File: config.mk
export PLATFORM = sky130hd
export DESIGN_NAME = cpu_register_file_mp_flat
export DESIGN_NICKNAME = d
export VERILOG_FILES = /design/src/rtl/cpu_register_file_mp_if.sv /design/src/rtl/cpu_register_file_mp.sv /design/src/flat_wrapper.sv
export SDC_FILE = /design/constraint.sdc
export NUM_CORES = 2
export LEC_CHECK = 0
export BUFFER_PORTS_ARGS = -buffer_cell sky130_fd_sc_hd__buf_2
export CORE_MARGIN = 3
export CORE_UTILIZATION = 60
export CTS_CLUSTER_DIAMETER = 60
export DETAILED_ROUTE_END_ITERATION = 8
export GPL_TIMING_DRIVEN = 1
export PLACE_DENSITY = 0.89
export SETUP_SLACK_MARGIN = 0.15
export SLEW_MARGIN = 20
export SYNTH_ARGS = -nofsm -noshare
export SYNTH_HDL_FRONTEND = slang
export SYNTH_SLANG_ARGS = --single-unit
File: constraint.sdc
create_clock -name i_clock -period 4.7 [get_ports i_clock]
set_input_delay 0.705 -clock i_clock [delete_from_list [all_inputs] [get_ports i_clock]]
set_output_delay 0.705 -clock i_clock [all_outputs]
set_load 0.1 [all_outputs]
File: src/rtl/cpu_register_file_mp_if.sv
// ---------------------------------------------------------------------------
// cpu_register_file_mp_if
// Bundles the three request channels of the register file. Each channel
// (read, reserve, write) carries a tag; a tag change marks a new request.
//   master : decode / writeback side (drives requests, sees read results)
//   slave  : the register file itself
// Signals:
//   i_read_tag, i_read_rs1_idx, i_read_rs2_idx   read request
//   o_rs1, o_rs2, o_rs1_busy, o_rs2_busy,
//   o_read_tag                                   read result (1-cycle latency)
//   i_reserve_tag, i_reserve_rd_idx              mark a register pending
//   i_write_tag, i_write_rd_idx, i_rd            writeback
//   o_busy                                       per-register pending vector
// ---------------------------------------------------------------------------
interface cpu_register_file_mp_if #(
  parameter int DATA_WIDTH = 32,
  parameter int REG_COUNT  = 32,
  parameter int TAG_WIDTH  = 4
);
  localparam int IDX_W = $clog2(REG_COUNT);

  logic [TAG_WIDTH-1:0]  i_read_tag;
  logic [IDX_W-1:0]      i_read_rs1_idx;
  logic [IDX_W-1:0]      i_read_rs2_idx;
  logic [DATA_WIDTH-1:0] o_rs1;
  logic [DATA_WIDTH-1:0] o_rs2;
  logic                  o_rs1_busy;
  logic                  o_rs2_busy;
  logic [TAG_WIDTH-1:0]  o_read_tag;

  logic [TAG_WIDTH-1:0]  i_reserve_tag;
  logic [IDX_W-1:0]      i_reserve_rd_idx;

  logic [TAG_WIDTH-1:0]  i_write_tag;
  logic [IDX_W-1:0]      i_write_rd_idx;
  logic [DATA_WIDTH-1:0] i_rd;

  logic [REG_COUNT-1:0]  o_busy;

  modport master (
    output i_read_tag, i_read_rs1_idx, i_read_rs2_idx,
    output i_reserve_tag, i_reserve_rd_idx,
    output i_write_tag, i_write_rd_idx, i_rd,
    input  o_rs1, o_rs2, o_rs1_busy, o_rs2_busy, o_read_tag, o_busy
  );

  modport slave (
    input  i_read_tag, i_read_rs1_idx, i_read_rs2_idx,
    input  i_reserve_tag, i_reserve_rd_idx,
    input  i_write_tag, i_write_rd_idx, i_rd,
    output o_rs1, o_rs2, o_rs1_busy, o_rs2_busy, o_read_tag, o_busy
  );
endinterface

File: src/rtl/cpu_register_file_mp.sv
// ---------------------------------------------------------------------------
// cpu_register_file_mp
// Tag-handshaked integer register file: two read ports, one write port,
// optional same-cycle write-to-read bypass and a pending-write scoreboard.
// Register 0 reads as zero and ignores writes/reserves.
// Ports:
//   i_clock    clock, rising edge
//   i_reset_n  asynchronous active-low reset
//   bus        cpu_register_file_mp_if.slave (read/reserve/write channels,
//              read results, busy vector)
// ---------------------------------------------------------------------------
module cpu_register_file_mp #(
  parameter int          DATA_WIDTH = 32,
  parameter int          REG_COUNT  = 32,
  parameter int          TAG_WIDTH  = 4,
  parameter int          SP_INDEX   = 2,
  parameter logic [31:0] SP_RESET   = 32'h0001_03FC,
  parameter bit          BYPASS     = 1'b1
) (
  input logic                   i_clock,
  input logic                   i_reset_n,
  cpu_register_file_mp_if.slave bus
);
  localparam int IDX_W = $clog2(REG_COUNT);
  localparam logic [DATA_WIDTH-1:0] SP_INIT = DATA_WIDTH'(SP_RESET);

  logic [TAG_WIDTH-1:0]  read_tag_q;
  logic [TAG_WIDTH-1:0]  reserve_tag_q;
  logic [TAG_WIDTH-1:0]  write_tag_q;
  logic [DATA_WIDTH-1:0] regs_q [REG_COUNT];
  logic [REG_COUNT-1:0]  busy_q;
  logic [REG_COUNT-1:0]  busy_next;

  logic                  read_fire;
  logic                  reserve_en;
  logic                  write_en;
  logic [DATA_WIDTH-1:0] rs1_data;
  logic [DATA_WIDTH-1:0] rs2_data;

  // Only inequality is compared, so tag wrap-around needs no special case.
  assign read_fire  = (bus.i_read_tag != read_tag_q);
  assign reserve_en = (bus.i_reserve_tag != reserve_tag_q) &&
                      (bus.i_reserve_rd_idx != '0);
  assign write_en   = (bus.i_write_tag != write_tag_q) &&
                      (bus.i_write_rd_idx != '0);

  // Reserve is applied after write so the newer producer keeps the register
  // pending when both hit the same index in one cycle.
  always_comb begin
    busy_next = busy_q;
    if (write_en)   busy_next[bus.i_write_rd_idx]   = 1'b0;
    if (reserve_en) busy_next[bus.i_reserve_rd_idx] = 1'b1;
  end

  always_comb begin
    rs1_data = regs_q[bus.i_read_rs1_idx];
    if (BYPASS && write_en && (bus.i_write_rd_idx == bus.i_read_rs1_idx))
      rs1_data = bus.i_rd;
    if (bus.i_read_rs1_idx == '0)
      rs1_data = '0;
  end

  always_comb begin
    rs2_data = regs_q[bus.i_read_rs2_idx];
    if (BYPASS && write_en && (bus.i_write_rd_idx == bus.i_read_rs2_idx))
      rs2_data = bus.i_rd;
    if (bus.i_read_rs2_idx == '0)
      rs2_data = '0;
  end

  always_ff @(posedge i_clock or negedge i_reset_n) begin
    if (!i_reset_n) begin
      for (int i = 0; i < REG_COUNT; i++)
        regs_q[i] <= (i == SP_INDEX && i != 0) ? SP_INIT : '0;
      busy_q         <= '0;
      read_tag_q     <= '0;
      reserve_tag_q  <= '0;
      write_tag_q    <= '0;
      bus.o_rs1      <= '0;
      bus.o_rs2      <= '0;
      bus.o_rs1_busy <= 1'b0;
      bus.o_rs2_busy <= 1'b0;
      bus.o_read_tag <= '0;
    end else begin
      // Storing the input tag every cycle equals storing it only on change.
      read_tag_q    <= bus.i_read_tag;
      reserve_tag_q <= bus.i_reserve_tag;
      write_tag_q   <= bus.i_write_tag;
      busy_q        <= busy_next;
      if (write_en)
        regs_q[bus.i_write_rd_idx] <= bus.i_rd;
      if (read_fire) begin
        bus.o_rs1      <= rs1_data;
        bus.o_rs2      <= rs2_data;
        bus.o_rs1_busy <= busy_next[bus.i_read_rs1_idx];
        bus.o_rs2_busy <= busy_next[bus.i_read_rs2_idx];
        bus.o_read_tag <= bus.i_read_tag;
      end
    end
  end

  assign bus.o_busy = busy_q;

endmodule

File: src/flat_wrapper.sv
// flat-port wrapper written by rule: the top's interface ports become plain ports
module cpu_register_file_mp_flat 
#(
  parameter int          DATA_WIDTH = 32,
  parameter int          REG_COUNT  = 32,
  parameter int          TAG_WIDTH  = 4,
  parameter int          SP_INDEX   = 2,
  parameter logic [31:0] SP_RESET   = 32'h0001_03FC,
  parameter bit          BYPASS     = 1'b1
)
  (i_clock, i_reset_n, bus_i_read_tag, bus_i_read_rs1_idx, bus_i_read_rs2_idx, bus_i_reserve_tag, bus_i_reserve_rd_idx, bus_i_write_tag, bus_i_write_rd_idx, bus_i_rd, bus_o_rs1, bus_o_rs2, bus_o_rs1_busy, bus_o_rs2_busy, bus_o_read_tag, bus_o_busy);
  cpu_register_file_mp_if #(.DATA_WIDTH(DATA_WIDTH), .REG_COUNT(REG_COUNT), .TAG_WIDTH(TAG_WIDTH)) bus_i ();
  input logic i_clock;
  input logic i_reset_n;
  input wire logic [$bits(bus_i.i_read_tag)-1:0] bus_i_read_tag;
  input wire logic [$bits(bus_i.i_read_rs1_idx)-1:0] bus_i_read_rs1_idx;
  input wire logic [$bits(bus_i.i_read_rs2_idx)-1:0] bus_i_read_rs2_idx;
  input wire logic [$bits(bus_i.i_reserve_tag)-1:0] bus_i_reserve_tag;
  input wire logic [$bits(bus_i.i_reserve_rd_idx)-1:0] bus_i_reserve_rd_idx;
  input wire logic [$bits(bus_i.i_write_tag)-1:0] bus_i_write_tag;
  input wire logic [$bits(bus_i.i_write_rd_idx)-1:0] bus_i_write_rd_idx;
  input wire logic [$bits(bus_i.i_rd)-1:0] bus_i_rd;
  output wire logic [$bits(bus_i.o_rs1)-1:0] bus_o_rs1;
  output wire logic [$bits(bus_i.o_rs2)-1:0] bus_o_rs2;
  output wire logic [$bits(bus_i.o_rs1_busy)-1:0] bus_o_rs1_busy;
  output wire logic [$bits(bus_i.o_rs2_busy)-1:0] bus_o_rs2_busy;
  output wire logic [$bits(bus_i.o_read_tag)-1:0] bus_o_read_tag;
  output wire logic [$bits(bus_i.o_busy)-1:0] bus_o_busy;
  assign bus_i.i_read_tag = bus_i_read_tag;
  assign bus_i.i_read_rs1_idx = bus_i_read_rs1_idx;
  assign bus_i.i_read_rs2_idx = bus_i_read_rs2_idx;
  assign bus_i.i_reserve_tag = bus_i_reserve_tag;
  assign bus_i.i_reserve_rd_idx = bus_i_reserve_rd_idx;
  assign bus_i.i_write_tag = bus_i_write_tag;
  assign bus_i.i_write_rd_idx = bus_i_write_rd_idx;
  assign bus_i.i_rd = bus_i_rd;
  assign bus_o_rs1 = bus_i.o_rs1;
  assign bus_o_rs2 = bus_i.o_rs2;
  assign bus_o_rs1_busy = bus_i.o_rs1_busy;
  assign bus_o_rs2_busy = bus_i.o_rs2_busy;
  assign bus_o_read_tag = bus_i.o_read_tag;
  assign bus_o_busy = bus_i.o_busy;
  cpu_register_file_mp #(.DATA_WIDTH(DATA_WIDTH), .REG_COUNT(REG_COUNT), .TAG_WIDTH(TAG_WIDTH), .SP_INDEX(SP_INDEX), .SP_RESET(SP_RESET), .BYPASS(BYPASS)) u_core (.i_clock(i_clock), .i_reset_n(i_reset_n), .bus(bus_i));
endmodule
==> summary.txt <==
Status
  • Status: finished, final reports clean

Clock tree
  • Postcts setup bufs: 0
  • CTS H-tree depth: 3
  • Clock Latency Late Sink: approximately 0.73 ns
  • CTS tree: done
  • Clock transition at path regs: approximately 0.06 ns
  • CTS root buffer: clkbuf_16
  • Number of CTS-inserted buffers: about 120
  • PostCTS Resize Cnt: 0
  • Clock sinks: approximately 1100
  • Hold buffers post-CTS: 1
  • Clk buf depth: 3

Yosys
  • Sequential area share after synthesis: between 40 and 50%
  • Fraction of registers with async set/reset: 100.0%
  • Synth Area per Inst: between 10 and 15 um^2
  • Unique masters post-synth: 63
  • Post-synth top area share: a little under half
  • Synth warnings: 0
  • Dominant cell type by area after synthesis: dfrtp_1
  • Area of the mapped netlist: roughly 60000 um^2
  • Post-synth EDFFs: 0
  • Syn_nets: 4491
  • Most frequent cells after synthesis: dfrtp_1, mux2_2, mux4_2
  • Most frequent cell after synthesis: dfrtp_1
  • Yosys reg bits: approximately 1100
  • Cells taking the most area after synthesis: dfrtp_1, mux2_2, mux4_2
  • Post-Synthesis Cells: between 4000 and 5000
  • Top_reg_cell synth: dfrtp_1

STA
  • Worst-Margin Slew: ~1.2 ns
  • Final Cycle Share: 64.98%
  • Minimum clock period after layout: approximately 3.1 ns
  • Final Hold Fails: 0
  • Setup TNS Final: 0 ns
  • Finish-stage setup viols: 0
  • Max-slew violations: 0
  • F_max: 327.4 MHz
  • Worst relative slew slack: 19.21%
  • RSZ-0062 raised after global routing: no
  • Worst Slack Setup Final: 1.646 ns
  • Clock Skew: 0.03864 ns

Worst setup path
  • Crit. End Element: register
  • Reg-to-Reg End: u_core.bus.o_rs2_busy
  • Worst path cell trace: xor2_1, or4_4, nand3_2, buf_4, a31oi_1, a32oi_1, o221ai_1, o211a_1, a211oi_1
  • Reg2Reg Launch Point: u_core.write_tag_q[0]
  • WS Path Type: register to register
  • Crit path largest cell delay: roughly 0.73 ns
  • Critical path peak fanout: 33
  • Worst EP required: 5.31 ns
  • Flop2flop setup slack: between 1.5 and 2 ns
  • Slowest-stage cell, CP: or4_4
  • Reg2Reg Depth: 9
  • CP Launch Type: register
  • Critical Path AT: between 3 and 4 ns

Drt
  • Vias: around 43000
  • Final ANT Viol Nets: 0
  • Via/cell ratio: roughly 7.5
  • Total Routed Length: between 150000 and 200000 um
  • Wirelength per Cell: between 30 and 40 um
  • # DRC: 0
  • Drt pass-1 iters: 6
  • DRT iter0 DRCs: approximately 5800

Global route
  • Global routing's busiest layer: met2
  • Met3 Usage GRT: ~11%
  • Vias in the first global route: 45065
  • First-pass GRT wire length: between 200000 and 300000 um
  • Overall routing resource usage: 35.91%
  • Pin count of the biggest net entering global routing: approximately 160
  • Global route total overflow: 0
  • GR Util met2: a little over half
  • Initial antenna violation count: 13
  • M1 GR Usage: a little under half

Floorplanning
  • Number of I/O pins: ~170
  • Initial Utilization: just over 60%
  • Die width: 322.7 um
  • Core Footprint: 98990 um^2
  • Site Rows: approximately 120
  • Die H: approximately 320 um
  • Die Area: ~100000 um^2

Placed design
  • Post-placement setup slack: around 1.1 ns
  • Dpl hpwl: 103300 um
  • Port bufs: approximately 170
  • Final Wtd Congestion: 0.9110

Pwr
  • Sw frac: 32.44%
  • Clock network fraction of design power: 29.6%
  • Psw: 10.45 mW
  • Leakage: ~28 nW
  • Internal: around 22 mW
  • Logic pwr share: between 20% and 30%
  • Maximum VDD drop: about 320 uV
  • Register share of total power: ~44%
  • Power density cells: around 490 nW/um^2

Run
  • Max-cap violations: 0

Hold path
  • Hold path cells: 1
  • Worst hold path type: input port to register
  • Hold path start: bus_i_reserve_tag[1]
  • Hold endpoint: u_core.reserve_tag_q[1]

Finish
  • Fin nets: ~4400
  • Ratio of cells with drive above 1 in the final layout: between 40% and 50%
  • Multi-input gate area: 29880 um^2
  • Reg area: 28490 um^2
  • Area Overhead vs Synth: 10.04%
  • Fillers: 6244
[layer usage]
layer	part of all wire [%]	wire length, um	vias up
li1	-	-	16636
met1	35	64520	22023
met2	45	83830	3525
met3	13	24320	999
met4	7.2	13370	10
met5	0.038	70	-
[worst max-delay path, delay by kind of cell (launching register included)]
family,cells,cell delay (ns)
AND/OR/NAND/NOR,2,0.87
XOR/XNOR,1,0.20
AO/OA/AOI/OAI,5,0.77
flip-flops,1,0.38
buffers and inverters,1,0.72
[how the worst max path moves through the flow]
| stage | start | end | slack [ns] |
|---|---|---|---|
| global route | bus_i_read_rs1_idx[0] | u_core.bus.o_rs1[7] | 1.55 |
| floorplan | bus_i_write_tag[0] | u_core.bus.o_rs1_busy | 1.82 |
| finish | u_core.write_tag_q[0] | u_core.bus.o_rs2_busy | 1.65 |
| detailed placement | bus_i_read_rs1_idx[0] | u_core.bus.o_rs1[1] | 1.07 |
| global placement | bus_i_read_rs1_idx[0] | u_core.bus.o_rs1[2] | 1.16 |
| CTS | bus_i_read_rs1_idx[0] | u_core.bus.o_rs1[1] | 1.68 |
[layout by cell type, fill, tap and decap left out, drive strengths merged, types with 4 or more instances in the layout]
cell type / instances
dfrtp: 1129
mux2: 936
mux4: 450
nand2: 348
buf: 292
mux2i: 258
o21ai: 198
clkbuf: 175
nor2: 90
nand3: 89
a21oi: 70
a221oi: 68
o2111a: 65
a22oi: 64
clkinv: 24
inv: 24
xor2: 15
o2bb2ai: 11
xnor2: 10
nor3: 10
a22o: 9
dfstp: 9
nor2b: 9
nand2b: 7
bufinv: 7
a32oi: 6
and3: 6
nor3b: 6
a31oi: 5
diode: 4
nand4: 4
o211a: 4
clkinvlp: 4
o22ai: 4
[area by class of cell]
cell class | instances | share of cell area, %
antenna | 4 | 0.01512
clock buffer | 175 | 5.264
clock inverter | 40 | 0.6594
inverter | 19 | 0.1096
multi-input combinational | 2784 | 45.12
sequential | 1138 | 43.02
tap | 1287 | 2.432
timing repair buffer | 293 | 3.378
[registers in the layout, indices dropped and copies added, names as in the netlist]
register               flops
u_core.regs_q           1024
u_core.bus.o_busy         32
u_core.bus.o_rs1          32
u_core.bus.o_rs2          32
u_core.bus.o_read_tag      4
u_core.read_tag_q          4
u_core.reserve_tag_q       4
u_core.write_tag_q         4
u_core.bus.o_rs1_busy      1
u_core.bus.o_rs2_busy      1
[cells by family after synthesis]
logic type | after synthesis | share of synthesized area (%)
compound gates | 528 | 6.173
simple gates | 587 | 4.173
buf+inv | 503 | 3.306
xor+xnor | 25 | 0.3638
mux | 1644 | 38.65
flops | 1138 | 47.34
[per-stage QoR]
| step | cell area [um^2] | power [mW] | instances | utilization, % | hold WS [ns] |
|---|---|---|---|---|---|
| floorplan | 60180 | 20.09 | 4425 | - | 0.4094 |
| global placement | 62280 | 21.85 | 5520 | 62.91 | 0.3838 |
| detailed placement | 62280 | 22.44 | 5520 | 62.91 | 0.3881 |
| CTS | 66210 | 32.03 | 5736 | 66.88 | 0.1151 |
| global route | 66220 | 33.30 | 5738 | 66.89 | 0.1313 |
| finish | 66220 | 32.19 | 5740 | 66.89 | 0.1348 |
[power groups by stage]
stage	sequential, mW	combinational [mW]	clock, mW
2_1_floorplan	14.9	5.20	0
3_3_place_gp	13.8	8.03	0
3_5_place_dp	14.1	8.35	0
4_1_cts	14.0	8.47	9.56
5_1_grt	14.3	8.98	10.0
6_report	14.1	8.52	9.54
Note: power is estimated with default switching activity, not from simulation.
